### src/rtl/dm_arbiter_pkg.sv
// Shared definitions for the data-memory arbiter: FSM state encoding,
// width defaults and the starvation counter width helper.
package dm_arbiter_pkg;

    localparam int ADDR_W_DEF   = 4;
    localparam int DATA_W_DEF   = 4;
    localparam int MAX_WAIT_DEF = 4;

    // Encoding 2'd3 is unused and recovers to IDLE.
    typedef enum logic [1:0] {
        IDLE = 2'd0,
        GNT  = 2'd1,
        ACK  = 2'd2
    } arb_state_t;

    // Bits needed to count 0..max_wait inclusive.
    function automatic int cnt_width(input int max_wait);
        return $clog2(max_wait + 1);
    endfunction

endpackage

### src/rtl/dm_arbiter_if.sv
// CPU, host and data-memory signals seen by the arbiter.
// slave: the arbiter side. master: the CPU/host/memory environment side.
interface dm_arbiter_if #(
    parameter int ADDR_W = 4,
    parameter int DATA_W = 4
);
    logic              cpu_req;
    logic              cpu_we;
    logic [ADDR_W-1:0] cpu_addr;
    logic [DATA_W-1:0] cpu_wdata;
    logic [DATA_W-1:0] cpu_rdata;
    logic              cpu_stall;

    logic              host_req;
    logic              host_we;
    logic [ADDR_W-1:0] host_addr;
    logic [DATA_W-1:0] host_wdata;
    logic [DATA_W-1:0] host_rdata;
    logic              host_ack;

    logic [ADDR_W-1:0] mem_addr;
    logic [DATA_W-1:0] mem_wdata;
    logic              mem_wren;
    logic [DATA_W-1:0] mem_q;

    modport slave (
        input  cpu_req, cpu_we, cpu_addr, cpu_wdata,
        output cpu_rdata, cpu_stall,
        input  host_req, host_we, host_addr, host_wdata,
        output host_rdata, host_ack,
        output mem_addr, mem_wdata, mem_wren,
        input  mem_q
    );

    modport master (
        output cpu_req, cpu_we, cpu_addr, cpu_wdata,
        input  cpu_rdata, cpu_stall,
        output host_req, host_we, host_addr, host_wdata,
        input  host_rdata, host_ack,
        input  mem_addr, mem_wdata, mem_wren,
        output mem_q
    );
endinterface

### src/rtl/dm_arbiter_sat_counter.sv
// Saturating up-counter with synchronous clear; tracks how long the host
// has been losing to the CPU.
module sat_counter #(
    parameter int WIDTH = 3
) (
    input  logic             clk,
    input  logic             reset,
    input  logic             inc,
    input  logic             clr,
    input  logic [WIDTH-1:0] max,
    output logic [WIDTH-1:0] cnt
);

    // Clear wins over increment; stop counting once max is reached.
    always_ff @(posedge clk or posedge reset) begin
        if (reset) begin
            cnt <= '0;
        end else if (clr) begin
            cnt <= '0;
        end else if (inc && (cnt != max)) begin
            cnt <= cnt + 1'b1;
        end
    end

endmodule

### src/rtl/dm_arbiter.sv
// Shares the 16x4 data memory between the CPU port and a req/ack host port.
// The CPU wins by default; after MAX_WAIT lost cycles the host is forced in.
// The memory itself is clocked on the falling edge, outside this block.
module dm_arbiter
    import dm_arbiter_pkg::*;
#(
    parameter int ADDR_W   = ADDR_W_DEF,
    parameter int DATA_W   = DATA_W_DEF,
    parameter int MAX_WAIT = MAX_WAIT_DEF
) (
    input  logic        clk,
    input  logic        reset,
    dm_arbiter_if.slave bus
);

    localparam int             CNT_W   = cnt_width(MAX_WAIT);
    localparam logic [CNT_W-1:0] MAX_CNT = CNT_W'(MAX_WAIT);

    arb_state_t        state;
    logic [CNT_W-1:0]  wait_cnt;
    logic              host_ack_q;
    logic [DATA_W-1:0] host_rdata_q;
    logic              grant;
    logic              cnt_inc;
    logic              cnt_clr;
    logic [ADDR_W-1:0] mux_addr;
    logic [DATA_W-1:0] mux_wdata;
    logic              mux_wren;

    // Grant decision is only taken in IDLE; a host losing to the CPU ages.
    always_comb begin
        grant   = (state == IDLE) && bus.host_req &&
                  (!bus.cpu_req || (wait_cnt == MAX_CNT));
        cnt_inc = (state == IDLE) && bus.host_req && bus.cpu_req && !grant;
        cnt_clr = grant || ((state == IDLE) && !bus.host_req);
    end

    sat_counter #(
        .WIDTH (CNT_W)
    ) u_wait_cnt (
        .clk   (clk),
        .reset (reset),
        .inc   (cnt_inc),
        .clr   (cnt_clr),
        .max   (MAX_CNT),
        .cnt   (wait_cnt)
    );

    // Host FSM: one grant cycle, one ack cycle, then back to IDLE.
    always_ff @(posedge clk or posedge reset) begin
        if (reset) begin
            state        <= IDLE;
            host_ack_q   <= 1'b0;
            host_rdata_q <= '0;
        end else begin
            case (state)
                IDLE: begin
                    host_ack_q <= 1'b0;
                    if (grant) begin
                        state <= GNT;
                    end
                end
                GNT: begin
                    state      <= ACK;
                    host_ack_q <= 1'b1;
                    if (!bus.host_we) begin
                        host_rdata_q <= bus.mem_q;
                    end
                end
                ACK: begin
                    state      <= IDLE;
                    host_ack_q <= 1'b0;
                end
                default: begin
                    state      <= IDLE;
                    host_ack_q <= 1'b0;
                end
            endcase
        end
    end

    // Memory port goes to the host only during GNT, so there is one writer.
    always_comb begin
        if (state == GNT) begin
            mux_addr  = bus.host_addr;
            mux_wdata = bus.host_wdata;
            mux_wren  = bus.host_we;
        end else begin
            mux_addr  = bus.cpu_addr;
            mux_wdata = bus.cpu_wdata;
            mux_wren  = bus.cpu_req && bus.cpu_we;
        end
    end

    assign bus.mem_addr   = mux_addr;
    assign bus.mem_wdata  = mux_wdata;
    assign bus.mem_wren   = mux_wren;
    assign bus.cpu_rdata  = bus.mem_q;
    assign bus.cpu_stall  = bus.cpu_req && (state == GNT);
    assign bus.host_rdata = host_rdata_q;
    assign bus.host_ack   = host_ack_q;

endmodule

### src/flat_wrapper.sv
// flat-port wrapper written by rule: the top's interface ports become plain ports
module dm_arbiter_flat import dm_arbiter_pkg::*;
#(
    parameter int ADDR_W   = ADDR_W_DEF,
    parameter int DATA_W   = DATA_W_DEF,
    parameter int MAX_WAIT = MAX_WAIT_DEF
)
  (clk, reset, bus_cpu_req, bus_cpu_we, bus_cpu_addr, bus_cpu_wdata, bus_cpu_rdata, bus_cpu_stall, bus_host_req, bus_host_we, bus_host_addr, bus_host_wdata, bus_host_rdata, bus_host_ack, bus_mem_addr, bus_mem_wdata, bus_mem_wren, bus_mem_q);
  dm_arbiter_if #(.ADDR_W(ADDR_W), .DATA_W(DATA_W)) bus_i ();
  input  logic clk;
  input  logic reset;
  input wire logic [$bits(bus_i.cpu_req)-1:0] bus_cpu_req;
  input wire logic [$bits(bus_i.cpu_we)-1:0] bus_cpu_we;
  input wire logic [$bits(bus_i.cpu_addr)-1:0] bus_cpu_addr;
  input wire logic [$bits(bus_i.cpu_wdata)-1:0] bus_cpu_wdata;
  output wire logic [$bits(bus_i.cpu_rdata)-1:0] bus_cpu_rdata;
  output wire logic [$bits(bus_i.cpu_stall)-1:0] bus_cpu_stall;
  input wire logic [$bits(bus_i.host_req)-1:0] bus_host_req;
  input wire logic [$bits(bus_i.host_we)-1:0] bus_host_we;
  input wire logic [$bits(bus_i.host_addr)-1:0] bus_host_addr;
  input wire logic [$bits(bus_i.host_wdata)-1:0] bus_host_wdata;
  output wire logic [$bits(bus_i.host_rdata)-1:0] bus_host_rdata;
  output wire logic [$bits(bus_i.host_ack)-1:0] bus_host_ack;
  output wire logic [$bits(bus_i.mem_addr)-1:0] bus_mem_addr;
  output wire logic [$bits(bus_i.mem_wdata)-1:0] bus_mem_wdata;
  output wire logic [$bits(bus_i.mem_wren)-1:0] bus_mem_wren;
  input wire logic [$bits(bus_i.mem_q)-1:0] bus_mem_q;
  assign bus_i.cpu_req = bus_cpu_req;
  assign bus_i.cpu_we = bus_cpu_we;
  assign bus_i.cpu_addr = bus_cpu_addr;
  assign bus_i.cpu_wdata = bus_cpu_wdata;
  assign bus_cpu_rdata = bus_i.cpu_rdata;
  assign bus_cpu_stall = bus_i.cpu_stall;
  assign bus_i.host_req = bus_host_req;
  assign bus_i.host_we = bus_host_we;
  assign bus_i.host_addr = bus_host_addr;
  assign bus_i.host_wdata = bus_host_wdata;
  assign bus_host_rdata = bus_i.host_rdata;
  assign bus_host_ack = bus_i.host_ack;
  assign bus_mem_addr = bus_i.mem_addr;
  assign bus_mem_wdata = bus_i.mem_wdata;
  assign bus_mem_wren = bus_i.mem_wren;
  assign bus_i.mem_q = bus_mem_q;
  dm_arbiter #(.ADDR_W(ADDR_W), .DATA_W(DATA_W), .MAX_WAIT(MAX_WAIT)) u_core (.clk(clk), .reset(reset), .bus(bus_i));
endmodule
### config.mk
export PLATFORM = sky130hd
export DESIGN_NAME = dm_arbiter_flat
export DESIGN_NICKNAME = d
export VERILOG_FILES = /design/src/rtl/dm_arbiter_pkg.sv /design/src/rtl/dm_arbiter_if.sv /design/src/rtl/dm_arbiter_sat_counter.sv /design/src/rtl/dm_arbiter.sv /design/src/flat_wrapper.sv
export SDC_FILE = /design/constraint.sdc
export NUM_CORES = 1
export LEC_CHECK = 0
export CAP_MARGIN = 10
export CELL_PAD_IN_SITES_DETAIL_PLACEMENT = 0
export CELL_PAD_IN_SITES_GLOBAL_PLACEMENT = 1
export CORE_MARGIN = 1
export CORE_UTILIZATION = 24
export CTS_BUF_LIST = sky130_fd_sc_hd__clkbuf_2
export DETAILED_ROUTE_END_ITERATION = 6
export GPL_TIMING_DRIVEN = 0
export MAX_ROUTING_LAYER = met4
export PLACE_DENSITY_LB_ADDON = 0.05
export SYNTH_ARGS = -nofsm -noshare
export SYNTH_HDL_FRONTEND = slang
export SYNTH_SLANG_ARGS = --single-unit
### constraint.sdc
create_clock -name clk -period 1.61 [get_ports clk]
set_input_delay 0.322 -clock clk [delete_from_list [all_inputs] [get_ports clk]]
set_output_delay 0.322 -clock clk [all_outputs]
set_load 0.02 [all_outputs]
==> reports/metrics.cfg <==
[global_route]
antenna_found_initial = 0
grt_max_degree = 11
overflow = 0
grt_usage_pct = 13.3
grt_pass1_vias = 610
grt_pass1_wl_mm = 2.50

[layout]
nets = 137
antenna_cells = 0
area_growth_pct = 95.9
drive_gt1_share_pct = 38.3
fillers = 220
final_area_um2 = 1190

[synthesis]
synthCells = 54
synth_nets = 82
syn_area_um2 = 608
ys_seq_area_share_pct = 41.2
ys_ff_latch = 10
yosysWarnings = 0
syn_avg_cell_area_um2 = 11.3
synth.distinct_cells = 20

[route]
drt.antenna.violating_nets = 0
first_iter_violations = 1
drc = 0
routedWlPerCell_um = 11.7
drt_wl_total_mm = 1.58
routed_via_density = 4.33
firstDrtPassIters = 2
num_vias = 584

[clocking]
cts.path.max_buffers = 2
cts_tree = built
cts-root-buf = clkbuf_2
cts_buffers = 3
postCtsHoldBufs = 0
clkTransAtPathRegs_ns = 0.10
insertion_delay_ns = 0.25
ctsHtreeMaxLevel = 1
numClockSinks = 10

[sta]
finalSetupViolations = 9
finalClockSkew_ns = 0.0104
period_share_pct = 109
hold_ws_ns = 0.335
rsz0062_at_grt = true
drv_slew = 0
fin_crit_ns = 1.75
setup_slack_ns = -0.138
fmaxAchievable_mhz = 572
slew_headroom_pct = 74.0
finalHoldViolCount = 0
tightest_slew_ns = 0.390

[floorplanning]
num_rows = 17
die_h_um = 52.3
io_pins = 45
design.core.area_um2 = 2300
die-area_um2 = 2740
die_w_um = 52.3
start_util_pct = 26.5

[worst_setup_path]
cp.arrival_ns = 1.43
cp_slowest_cell = dfrtp_2
crit_type = reg -> out
end_kind = output port
ff2ff_path_depth = 5
r2r_slack_ns = 0.18
r2r_start = u_core.state[1]
worstPathRequired_ns = 1.29
path_max_fanout = 5
start_kind = flop
worstPathCellList = nor2b_4 > buf_8 > mux2_4 > buf_6
cpPeakStageDelay_ns = 0.43
timing.rr.end = u_core.bus.host_rdata[0]

[place]
hpwl_mm = 1.23
dp_slack_ns = -0.398
routabilityCongestion = 0.779
placed_area_um2 = 1080
io_buffers = 44

[flow_run]
maxCapViolCount = 0

[min_path]
holdCritPathClass = in -> async

[run_status]
violations = negative setup slack
status = finished, violations left

[power]
power.density_nw_per_um2 = 710
leakagePower_nw = 0.551
peakVddDrop_uv = 441

==> power breakdown <==
part           internal (mW)  switching [mW]
sequential             0.289          0.0231
clock                 0.0508          0.0834
combinational          0.245           0.155
total                  0.585           0.261
==> worst max-delay path: cells and delay by family, from the launching register on <==
family,cells,cell delay [ns]
flops,1,0.43
simple gates,1,0.17
mux,1,0.30
buf+inv,2,0.27
==> synthesized netlist by cell type, drive strengths merged <==
cell | instances | area share (%)
nand2 | 6 | 3.7
nand3 | 1 | 0.82
and2b | 2 | 3.1
ha | 2 | 4.1
mux2 | 12 | 25
nand4 | 1 | 1.0
clkbuf | 1 | 2.3
nor2b | 1 | 2.3
inv | 4 | 2.5
a21oi | 1 | 0.82
nor2 | 1 | 0.62
dfrtp | 10 | 41
buf | 4 | 4.9
o21ai | 4 | 3.3
o22ai | 1 | 1.0
o311ai | 1 | 1.4
and2 | 2 | 2.3
==> repair_timing <==
action                                  CTS  global route
buffers inserted                          3             2
resized for setup                        59            20
endpoints found under the setup margin   14            10
gates cloned                              1             0
==> flip-flops by register name, summed over array words and instances, names as in the netlist <==
name,count
u_core.bus.host_rdata,4
u_core.bus.host_ack,1
u_core.state,2
u_core.u_wait_cnt.cnt,3
==> layer usage <==
metal / track usage [%] / routed length (um) / share of wire, % / up-vias
met4: 5.26 / 12 / 0.76 / 0
met1: 15.2 / 697 / 44 / 258
met2: 21.9 / 732 / 46 / 36
met3: 3.48 / 139 / 8.8 / 2
li1: - / - / - / 288
met5: - / 0 / 0 / -
==> placed cells by master, fill, tap and decap left out <==
cell type,count
nand2_1,6
ha_1,2
nor2b_4,1
and2_2,1
buf_8,1
o21ai_0,3
dfrtp_2,1
buf_4,8
buf_6,12
mux2_4,12
and2b_2,1
nand3_1,1
nor2_1,1
clkdlybuf4s50_1,30
clkbuf_2,3
and2_1,1
o22ai_1,1
o21ai_1,1
dlygate4sd2_1,4
o311ai_0,1
a21oi_1,1
inv_1,4
and2b_4,1
nand4_1,1
dfrtp_1,9
==> layout make-up <==
type,instances,area [um2],share of cell area (%)
Buffer,5,45.0,3.78
Inverter,4,15.0,1.26
Sequential cell,10,251,21.1
Tap cell,28,35.0,2.94
Timing Repair Buffer,50,500,42.0
Clock buffer,3,15.0,1.26
Multi-Input combinational cell,35,329,27.6
==> cells by family (layout without fill, tap and decap cells) <==
logic type,after synthesis,after routing,share of synthesized area [%]
AND/OR/NAND/NOR,14,14,13.8
multiplexers,12,12,24.7
flip-flops,10,10,41.2
buffers and inverters,9,62,9.67
AO/OA/AOI/OAI,7,7,6.58
adder cells (fa/ha/maj),2,2,4.11
==> per-stage QoR <==
stage / util, % / setup TNS, ns / cells / total power, mW
2_1_floorplan: - / 0 / 54 / 0.496
3_3_place_gp: 47.2 / -4.31 / 126 / 0.681
3_5_place_dp: 47.2 / -4.34 / 126 / 0.685
4_1_cts: 48.6 / -1.40 / 133 / 0.827
5_1_grt: 51.9 / -1.53 / 135 / 0.885
6_report: 51.9 / -1.06 / 135 / 0.846
==> worst max-delay path by stage <==
stage               depth (start not counted)          endpoint            start
floorplan                                   3      bus_mem_wren  u_core.state[0]
CTS                                         4  bus_mem_wdata[1]  u_core.state[1]
finish                                      4  bus_mem_wdata[3]  u_core.state[1]
detailed placement                          4  bus_mem_wdata[1]  u_core.state[1]
global route                                4  bus_mem_wdata[3]  u_core.state[1]
global placement                            4      bus_mem_wren      bus_cpu_req
No activity file was read; power rests on OpenSTA's default activity.
